`src/rtl/lcd_pkg.sv`:
```
// Shared definitions for the LCD show arbiter: word layout, RGB565 colours,
// and the arbiter state encoding.
package lcd_pkg;

  localparam int LCD_WORD_W = 9;
  localparam int LCD_DC_BIT = 8;

  localparam logic [15:0] RGB_BLACK = 16'h0000;
  localparam logic [15:0] RGB_WHITE = 16'hFFFF;
  localparam logic [15:0] RGB_RED   = 16'hF800;
  localparam logic [15:0] RGB_GREEN = 16'h07E0;
  localparam logic [15:0] RGB_BLUE  = 16'h001F;

  typedef enum logic [1:0] {
    IDLE  = 2'd0,
    START = 2'd1,
    RUN   = 2'd2,
    GAP   = 2'd3
  } arb_state_t;

  // The DC flag sits above the data byte in every writer word.
  function automatic logic [LCD_WORD_W-1:0] lcd_word(input logic dc, input logic [7:0] data_byte);
    return {dc, data_byte};
  endfunction

endpackage

```
`src/rtl/lcd_show_arbiter_if.sv`:
```
// Client-side and writer-side signals of the LCD show arbiter.
// The master modport is the arbiter, the slave modport is its environment.
interface lcd_show_arbiter_if #(parameter int N_CLI = 4);
  import lcd_pkg::*;

  logic [N_CLI-1:0]            cli_req;
  logic [N_CLI-1:0]            cli_en;
  logic [LCD_WORD_W*N_CLI-1:0] cli_data;
  logic [N_CLI-1:0]            cli_done;
  logic                        wr_done;

  logic [N_CLI-1:0]            cli_start;
  logic [N_CLI-1:0]            cli_wr_done;
  logic                        lcd_en;
  logic [LCD_WORD_W-1:0]       lcd_data;
  logic [N_CLI-1:0]            grant;
  logic                        busy;
  logic                        boot_done;
  logic                        err_timeout;

  modport master (
    input  cli_req, cli_en, cli_data, cli_done, wr_done,
    output cli_start, cli_wr_done, lcd_en, lcd_data, grant, busy, boot_done, err_timeout
  );

  modport slave (
    output cli_req, cli_en, cli_data, cli_done, wr_done,
    input  cli_start, cli_wr_done, lcd_en, lcd_data, grant, busy, boot_done, err_timeout
  );

endinterface

```
`src/rtl/lcd_rr_pick.sv`:
```
// Round-robin picker: first set bit of mask at or after rr_ptr, wrapping.
module lcd_rr_pick #(
  parameter int N = 4,
  localparam int G_W = $clog2(N)
) (
  input  logic [N-1:0]   mask,
  input  logic [G_W-1:0] rr_ptr,
  output logic           valid,
  output logic [G_W-1:0] idx
);

  int j;

  // Scanning from the farthest offset back lets the nearest hit overwrite.
  always_comb begin
    valid = 1'b0;
    idx   = '0;
    j     = 0;
    for (int k = N - 1; k >= 0; k--) begin
      j = int'(rr_ptr) + k;
      if (j >= N) j = j - N;
      if (mask[G_W'(j)]) begin
        valid = 1'b1;
        idx   = G_W'(j);
      end
    end
  end

endmodule

```
`src/rtl/lcd_show_arbiter.sv`:
```
// Grants the shared LCD SPI writer to one show client at a time, boot client
// first, with a fixed idle gap between grants and a watchdog on hung clients.
module lcd_show_arbiter
  import lcd_pkg::*;
#(
  parameter int N_CLI       = 4,
  parameter int BOOT_CLI    = 0,
  parameter int GAP_CYC     = 4,
  parameter int TIMEOUT_CYC = 2**22
) (
  input  logic                sys_clk,
  input  logic                sys_rst_n,
  lcd_show_arbiter_if.master  bus
);

  localparam int G_W    = $clog2(N_CLI);
  localparam int WDOG_W = (TIMEOUT_CYC == 0) ? 1 : $clog2(TIMEOUT_CYC + 1);
  localparam logic [N_CLI-1:0] BOOT_MASK = N_CLI'(1) << BOOT_CLI;

  arb_state_t         state;
  logic [G_W-1:0]     g;
  logic [G_W-1:0]     rr_ptr;
  logic [N_CLI-1:0]   pending;
  logic [WDOG_W-1:0]  wdog;
  logic [3:0]         gap_cnt;

  logic [N_CLI-1:0]   eligible;
  logic               pick_valid;
  logic [G_W-1:0]     pick_idx;
  logic [N_CLI-1:0]   pick_oh;
  logic [N_CLI-1:0]   g_oh;
  logic [G_W-1:0]     next_ptr;
  logic               done_g;
  logic               timeout_hit;
  logic [LCD_WORD_W-1:0] word_g;

  // Until the init client has finished, nobody else may touch the panel.
  assign eligible    = bus.boot_done ? pending : (pending & BOOT_MASK);
  assign pick_oh     = N_CLI'(1) << pick_idx;
  assign g_oh        = N_CLI'(1) << g;
  assign next_ptr    = (g == G_W'(N_CLI - 1)) ? '0 : g + G_W'(1);
  assign done_g      = |(bus.cli_done & g_oh);
  assign timeout_hit = (TIMEOUT_CYC != 0) && (wdog == WDOG_W'(1));

  lcd_rr_pick #(.N(N_CLI)) u_pick (
    .mask   (eligible),
    .rr_ptr (rr_ptr),
    .valid  (pick_valid),
    .idx    (pick_idx)
  );

  always_ff @(posedge sys_clk or negedge sys_rst_n) begin
    if (!sys_rst_n) begin
      state           <= IDLE;
      g               <= '0;
      rr_ptr          <= G_W'(BOOT_CLI);
      pending         <= BOOT_MASK;
      wdog            <= '0;
      gap_cnt         <= '0;
      bus.cli_start   <= '0;
      bus.grant       <= '0;
      bus.busy        <= 1'b0;
      bus.boot_done   <= 1'b0;
      bus.err_timeout <= 1'b0;
    end else begin
      pending         <= pending | bus.cli_req;
      bus.cli_start   <= '0;
      bus.err_timeout <= 1'b0;
      case (state)
        IDLE: begin
          if (pick_valid) begin
            g             <= pick_idx;
            bus.cli_start <= pick_oh;
            bus.grant     <= pick_oh;
            bus.busy      <= 1'b1;
            state         <= START;
          end
        end
        START: begin
          // A fresh request from the grantee in this same cycle survives the clear.
          pending <= (pending & ~g_oh) | bus.cli_req;
          wdog    <= WDOG_W'(TIMEOUT_CYC);
          rr_ptr  <= next_ptr;
          state   <= RUN;
        end
        RUN: begin
          wdog <= wdog - WDOG_W'(1);
          if (done_g || timeout_hit) begin
            state     <= GAP;
            bus.grant <= '0;
            gap_cnt   <= '0;
            if (g == G_W'(BOOT_CLI)) bus.boot_done <= 1'b1;
            if (!done_g) bus.err_timeout <= 1'b1;
          end
        end
        GAP: begin
          if (gap_cnt == 4'(GAP_CYC - 1)) begin
            state    <= IDLE;
            bus.busy <= 1'b0;
          end else begin
            gap_cnt <= gap_cnt + 4'd1;
          end
        end
        default: state <= IDLE;
      endcase
    end
  end

  // Writer path is a pure mux off the registered owner so client timing is untouched.
  always_comb begin
    word_g = '0;
    for (int i = 0; i < N_CLI; i++) begin
      if (g == G_W'(i)) word_g = bus.cli_data[i*LCD_WORD_W +: LCD_WORD_W];
    end
    bus.lcd_en      = 1'b0;
    bus.lcd_data    = '0;
    bus.cli_wr_done = '0;
    if (state == RUN) begin
      bus.lcd_en      = |(bus.cli_en & g_oh);
      bus.lcd_data    = word_g;
      bus.cli_wr_done = bus.wr_done ? g_oh : '0;
    end
  end

endmodule

```
`src/flat_wrapper.sv`:
```
// flat-port wrapper written by rule: the top's interface ports become plain ports
module lcd_show_arbiter_flat import lcd_pkg::*;
#(
  parameter int N_CLI       = 4,
  parameter int BOOT_CLI    = 0,
  parameter int GAP_CYC     = 4,
  parameter int TIMEOUT_CYC = 2**22
)
  (sys_clk, sys_rst_n, bus_cli_req, bus_cli_en, bus_cli_data, bus_cli_done, bus_wr_done, bus_cli_start, bus_cli_wr_done, bus_lcd_en, bus_lcd_data, bus_grant, bus_busy, bus_boot_done, bus_err_timeout);
  lcd_show_arbiter_if #(.N_CLI(N_CLI)) bus_i ();
  input  logic sys_clk;
  input  logic sys_rst_n;
  input wire logic [$bits(bus_i.cli_req)-1:0] bus_cli_req;
  input wire logic [$bits(bus_i.cli_en)-1:0] bus_cli_en;
  input wire logic [$bits(bus_i.cli_data)-1:0] bus_cli_data;
  input wire logic [$bits(bus_i.cli_done)-1:0] bus_cli_done;
  input wire logic [$bits(bus_i.wr_done)-1:0] bus_wr_done;
  output wire logic [$bits(bus_i.cli_start)-1:0] bus_cli_start;
  output wire logic [$bits(bus_i.cli_wr_done)-1:0] bus_cli_wr_done;
  output wire logic [$bits(bus_i.lcd_en)-1:0] bus_lcd_en;
  output wire logic [$bits(bus_i.lcd_data)-1:0] bus_lcd_data;
  output wire logic [$bits(bus_i.grant)-1:0] bus_grant;
  output wire logic [$bits(bus_i.busy)-1:0] bus_busy;
  output wire logic [$bits(bus_i.boot_done)-1:0] bus_boot_done;
  output wire logic [$bits(bus_i.err_timeout)-1:0] bus_err_timeout;
  assign bus_i.cli_req = bus_cli_req;
  assign bus_i.cli_en = bus_cli_en;
  assign bus_i.cli_data = bus_cli_data;
  assign bus_i.cli_done = bus_cli_done;
  assign bus_i.wr_done = bus_wr_done;
  assign bus_cli_start = bus_i.cli_start;
  assign bus_cli_wr_done = bus_i.cli_wr_done;
  assign bus_lcd_en = bus_i.lcd_en;
  assign bus_lcd_data = bus_i.lcd_data;
  assign bus_grant = bus_i.grant;
  assign bus_busy = bus_i.busy;
  assign bus_boot_done = bus_i.boot_done;
  assign bus_err_timeout = bus_i.err_timeout;
  lcd_show_arbiter #(.N_CLI(N_CLI), .BOOT_CLI(BOOT_CLI), .GAP_CYC(GAP_CYC), .TIMEOUT_CYC(TIMEOUT_CYC)) u_core (.sys_clk(sys_clk), .sys_rst_n(sys_rst_n), .bus(bus_i));
endmodule
```
`config.mk`:
```
export PLATFORM = sky130hd
export DESIGN_NAME = lcd_show_arbiter_flat
export DESIGN_NICKNAME = d
export VERILOG_FILES = /design/src/rtl/lcd_pkg.sv /design/src/rtl/lcd_show_arbiter_if.sv /design/src/rtl/lcd_rr_pick.sv /design/src/rtl/lcd_show_arbiter.sv /design/src/flat_wrapper.sv
export SDC_FILE = /design/constraint.sdc
export NUM_CORES = 1
export LEC_CHECK = 0
export ABC_CLOCK_PERIOD_IN_PS = 2000
export CORE_ASPECT_RATIO = 1.5
export CORE_MARGIN = 10
export CORE_UTILIZATION = 44
export CTS_CLUSTER_DIAMETER = 200
export DETAILED_ROUTE_END_ITERATION = 7
export GPL_TIMING_DRIVEN = 1
export HOLD_SLACK_MARGIN = 0.05
export PLACE_DENSITY = 0.81
export SYNTH_ARGS = -nofsm -noshare
export SYNTH_HDL_FRONTEND = slang
export SYNTH_SLANG_ARGS = --single-unit
```
`constraint.sdc`:
```
create_clock -name sys_clk -period 2 [get_ports sys_clk]
set_input_delay 0.6 -clock sys_clk [delete_from_list [all_inputs] [get_ports sys_clk]]
set_output_delay 0.6 -clock sys_clk [all_outputs]
set_load 0.005 [all_outputs]
```
==> qor.yml <==
routing:
  drc_errors: 0
  viasPerCell: 5.801
  firstDrtPassIters: 4
  ant_nets: 0
  vias: 2912
  wl_per_cell_um: 18.32
  drtIter0Drc: 140
  routed_wl_um: 9199
critical_path:
  worstPathCellList: "buf_6 > ha_4 > buf_12 > nand3b_1 > a21oi_2 > a21oi_2 > o21ai_1 > and2_1 > buf_2"
  startpoint_type: "flip-flop"
  critPathBufInv: 3
  end_kind: "output port"
  cp.arrival_ps: 1980
  crit_top_cell: "a21oi_2"
  crit_family: "flip-flops"
  worstPathRequired_ps: 1400
  slowest_stage: "dfrtp_1"
  criticalPathCategory: "reg -> out"
  slowest_delay_ps: 420
  crit_fanout: 7
grt:
  first_global_vias: 3220
  overflow: 0
  grtUsageTotal_pct: 17.22
  antenna_found_initial: 0
  grt_max_degree: 33
  grt_pass1_wl_um: 14660
logic_synthesis:
  synth_area_um2: 2804
  netlist_instances: 310
  netlist-cell-type-count: 50
  synth_nets: 372
  ys_ff_latch: 48
  yosysSeqAreaShare_pct: 42.88
  ys_warn_count: 0
  async_reset_ff_share_pct: 100.0
  yosysTopAreaCell: "dfrtp_1"
  synthTopCellsByArea: "dfrtp_1 42%, nor2_1 5.1%, ha_1 4.9%"
  synth_edf_count: 0
  yosysTopAreaCellShare_pct: 41.95
  synth.avg_cell_area_um2: 9.045
  ys.flop_type: "dfrtp_1"
timing:
  drv_slew: 0
  grt_setup_unrepaired: "yes"
  slew_headroom_pct: 70.31
  tightest_slew_ps: 442.3
  finalHoldViolCount: 0
  period_minus_slack_ps: 2577
  worst_slack_ps: -576.7
  max_freq_ghz: 0.3881
  period_share_pct: 128.8
  skew_ps: 8.090
  setup_viol: 26
job:
  maxCapViolCount: 0
run_status:
  status: "finished, violations left"
  failed_checks: "negative setup slack"
cts:
  cts_root_buffer: "clkbuf_8"
  clk_pin_slew_ps: 100
  cts_tree: "yes"
  htree_levels: 2
  numClockSinks: 48
  insertion_delay_ps: 310
  numCtsBuffers: 5
  clk_path_buf_depth: 2
placed_design:
  pre_cts_slack_ps: -761.3
  dpl.hpwl_um: 6219
  io_buffer_count: 75
  place.gp.congestion: 0.8325
finish:
  syn_to_final_growth_pct: 58.14
  nNetsFinal: 489
  layout-drive-gt1-share_pct: 29.67
  num-fill-cells: 418
  post-route-util_pct: 71.81
  diodes: 0
power:
  p_total_mw: 6.647
  powerDensity_nw_per_um2: 1499
  p_leak_nw: 1.905
  peakVddDrop_v: 0.0007317
die:
  io_pins: 76
  num_rows: 35
  coreArea_um2: 6175
  start_util_pct: 45.41
  die_y_um: 117.8
  die_area_um2: 10030
  chipWidth_um: 85.18
min_path:
  min_path_type: "in -> async"
[power by group]
group	switching, mW	internal, mW
Clock	0.349	0.370
Combinational	2.11	2.23
Sequential	0.306	1.29
[placed cells by master, fill, tap and decap left out, types with 3 or more instances in the layout]
master	count
a21o_1	5
a21oi_1	13
a21oi_2	4
a221oi_2	8
a22o_1	6
a22oi_2	4
and2_1	7
buf_12	5
buf_16	3
buf_2	11
buf_4	33
buf_6	8
clkbuf_8	5
clkdlybuf4s50_1	59
dfrtp_1	46
ha_1	5
ha_4	6
inv_1	9
inv_2	3
nand2_1	22
nand3_1	8
nand3_2	3
nand3b_1	3
nor2_1	36
nor2b_1	10
nor3_1	13
o21ai_0	18
or3_1	4
xnor2_1	7
xor2_1	7
[what timing repair did]
action,CTS,global route
gates resized for setup,80,46
setup buffers,5,5
setup endpoints to repair,22,43
hold buffers,0,0
pin swaps,5,17
cloned,3,1
[cell usage after synthesis, drive strengths merged, types with 3 or more instances]
master / count
a21o: 5
xnor2: 7
nor2b: 12
nor2: 38
mux2: 3
nor4: 5
nor3: 15
and3: 4
inv: 12
or4: 3
o21ai: 20
ha: 11
a221oi: 10
nand3b: 3
nand3: 11
a22o: 6
or3: 4
clkbuf: 12
nand2: 23
xor2: 7
a21oi: 17
and2: 7
dfrtp: 47
a22oi: 5
[stage by stage]
step           hold WS, ps  cells  setup TNS (ps)  instance area (um^2)
6_report             205.8    502           -8399                  4434
2_1_floorplan        304.4    310          -129.8                  2808
5_1_grt              217.9    502          -11130                  4434
4_1_cts              209.0    496           -5947                  4238
3_3_place_gp         507.3    480           -8951                  3889
3_5_place_dp         498.8    480           -9671                  3889
[worst register-to-register path, cell delays in order, from the launching register on]
cell      delay, ps
dfrtp_1         420
buf_4           140
buf_4           140
ha_4            180
buf_16          140
buf_4           160
buf_4           130
a22oi_2         180
nand3_2         150
o21bai_4        220
nand3_2          90
mux2_4          310
[registers in the layout (all words and copies together) (netlist names)]
signal                  flops
u_core.wdog                23
u_core.bus.cli_start        4
u_core.pending              4
u_core.state                2
u_core.bus.busy             1
u_core.rr_ptr               2
u_core.gap_cnt              4
u_core.bus.boot_done        1
u_core.g                    2
u_core.bus.err_timeout      1
u_core.bus.grant            4
[layer usage]
layer  vias up  GRT usage, %  wire length [um]
met5         -             0                 0
met4         0         8.058               284
met3        28         6.440               813
met2       141         31.65              5031
met1      1405         15.91              3069
li1       1338             -                 -
[final cells by class]
class / instances / area (um^2) / area share, %
tap: 74 / 92.59 / 2.088
inverter: 12 / 45.04 / 1.016
sequential: 48 / 1204 / 27.14
timing repair buffer: 123 / 1214 / 27.37
clock buffer: 5 / 68.82 / 1.552
clock inverter: 3 / 42.54 / 0.9594
multi-input combinational: 237 / 1768 / 39.87
[cell families (layout without fill, tap and decap cells)]
| family | after synthesis | count (layout) | share of synthesized area, % |
|---|---|---|---|
| multiplexers | 3 | 3 | 1.205 |
| flip-flops | 48 | 48 | 42.88 |
| buffers and inverters | 25 | 143 | 3.346 |
| XOR/XNOR | 14 | 14 | 4.373 |
| adder cells (fa/ha/maj) | 11 | 11 | 4.908 |
| AND/OR/NAND/NOR | 135 | 135 | 25.88 |
| AO/OA/AOI/OAI | 74 | 74 | 17.40 |
[final timing paths]
path | from | to | slack (ps) | depth (start not counted)
max | u_core.g[0] | bus_lcd_data[7] | -580 | 9
min | sys_rst_n | u_core.bus.cli_start[3] | 210 | 1
max reg2reg | u_core.g[0] | u_core.state[1] | -390 | 11
min reg2reg | u_core.bus.grant[1] | u_core.bus.grant[1] | 520 | 1
max in group asynchronous | sys_rst_n | u_core.wdog[4] | 1280 | 2
min in group sys_clk | u_core.bus.grant[1] | u_core.bus.grant[1] | 520 | 1
Power figures use the tool's default switching activity.
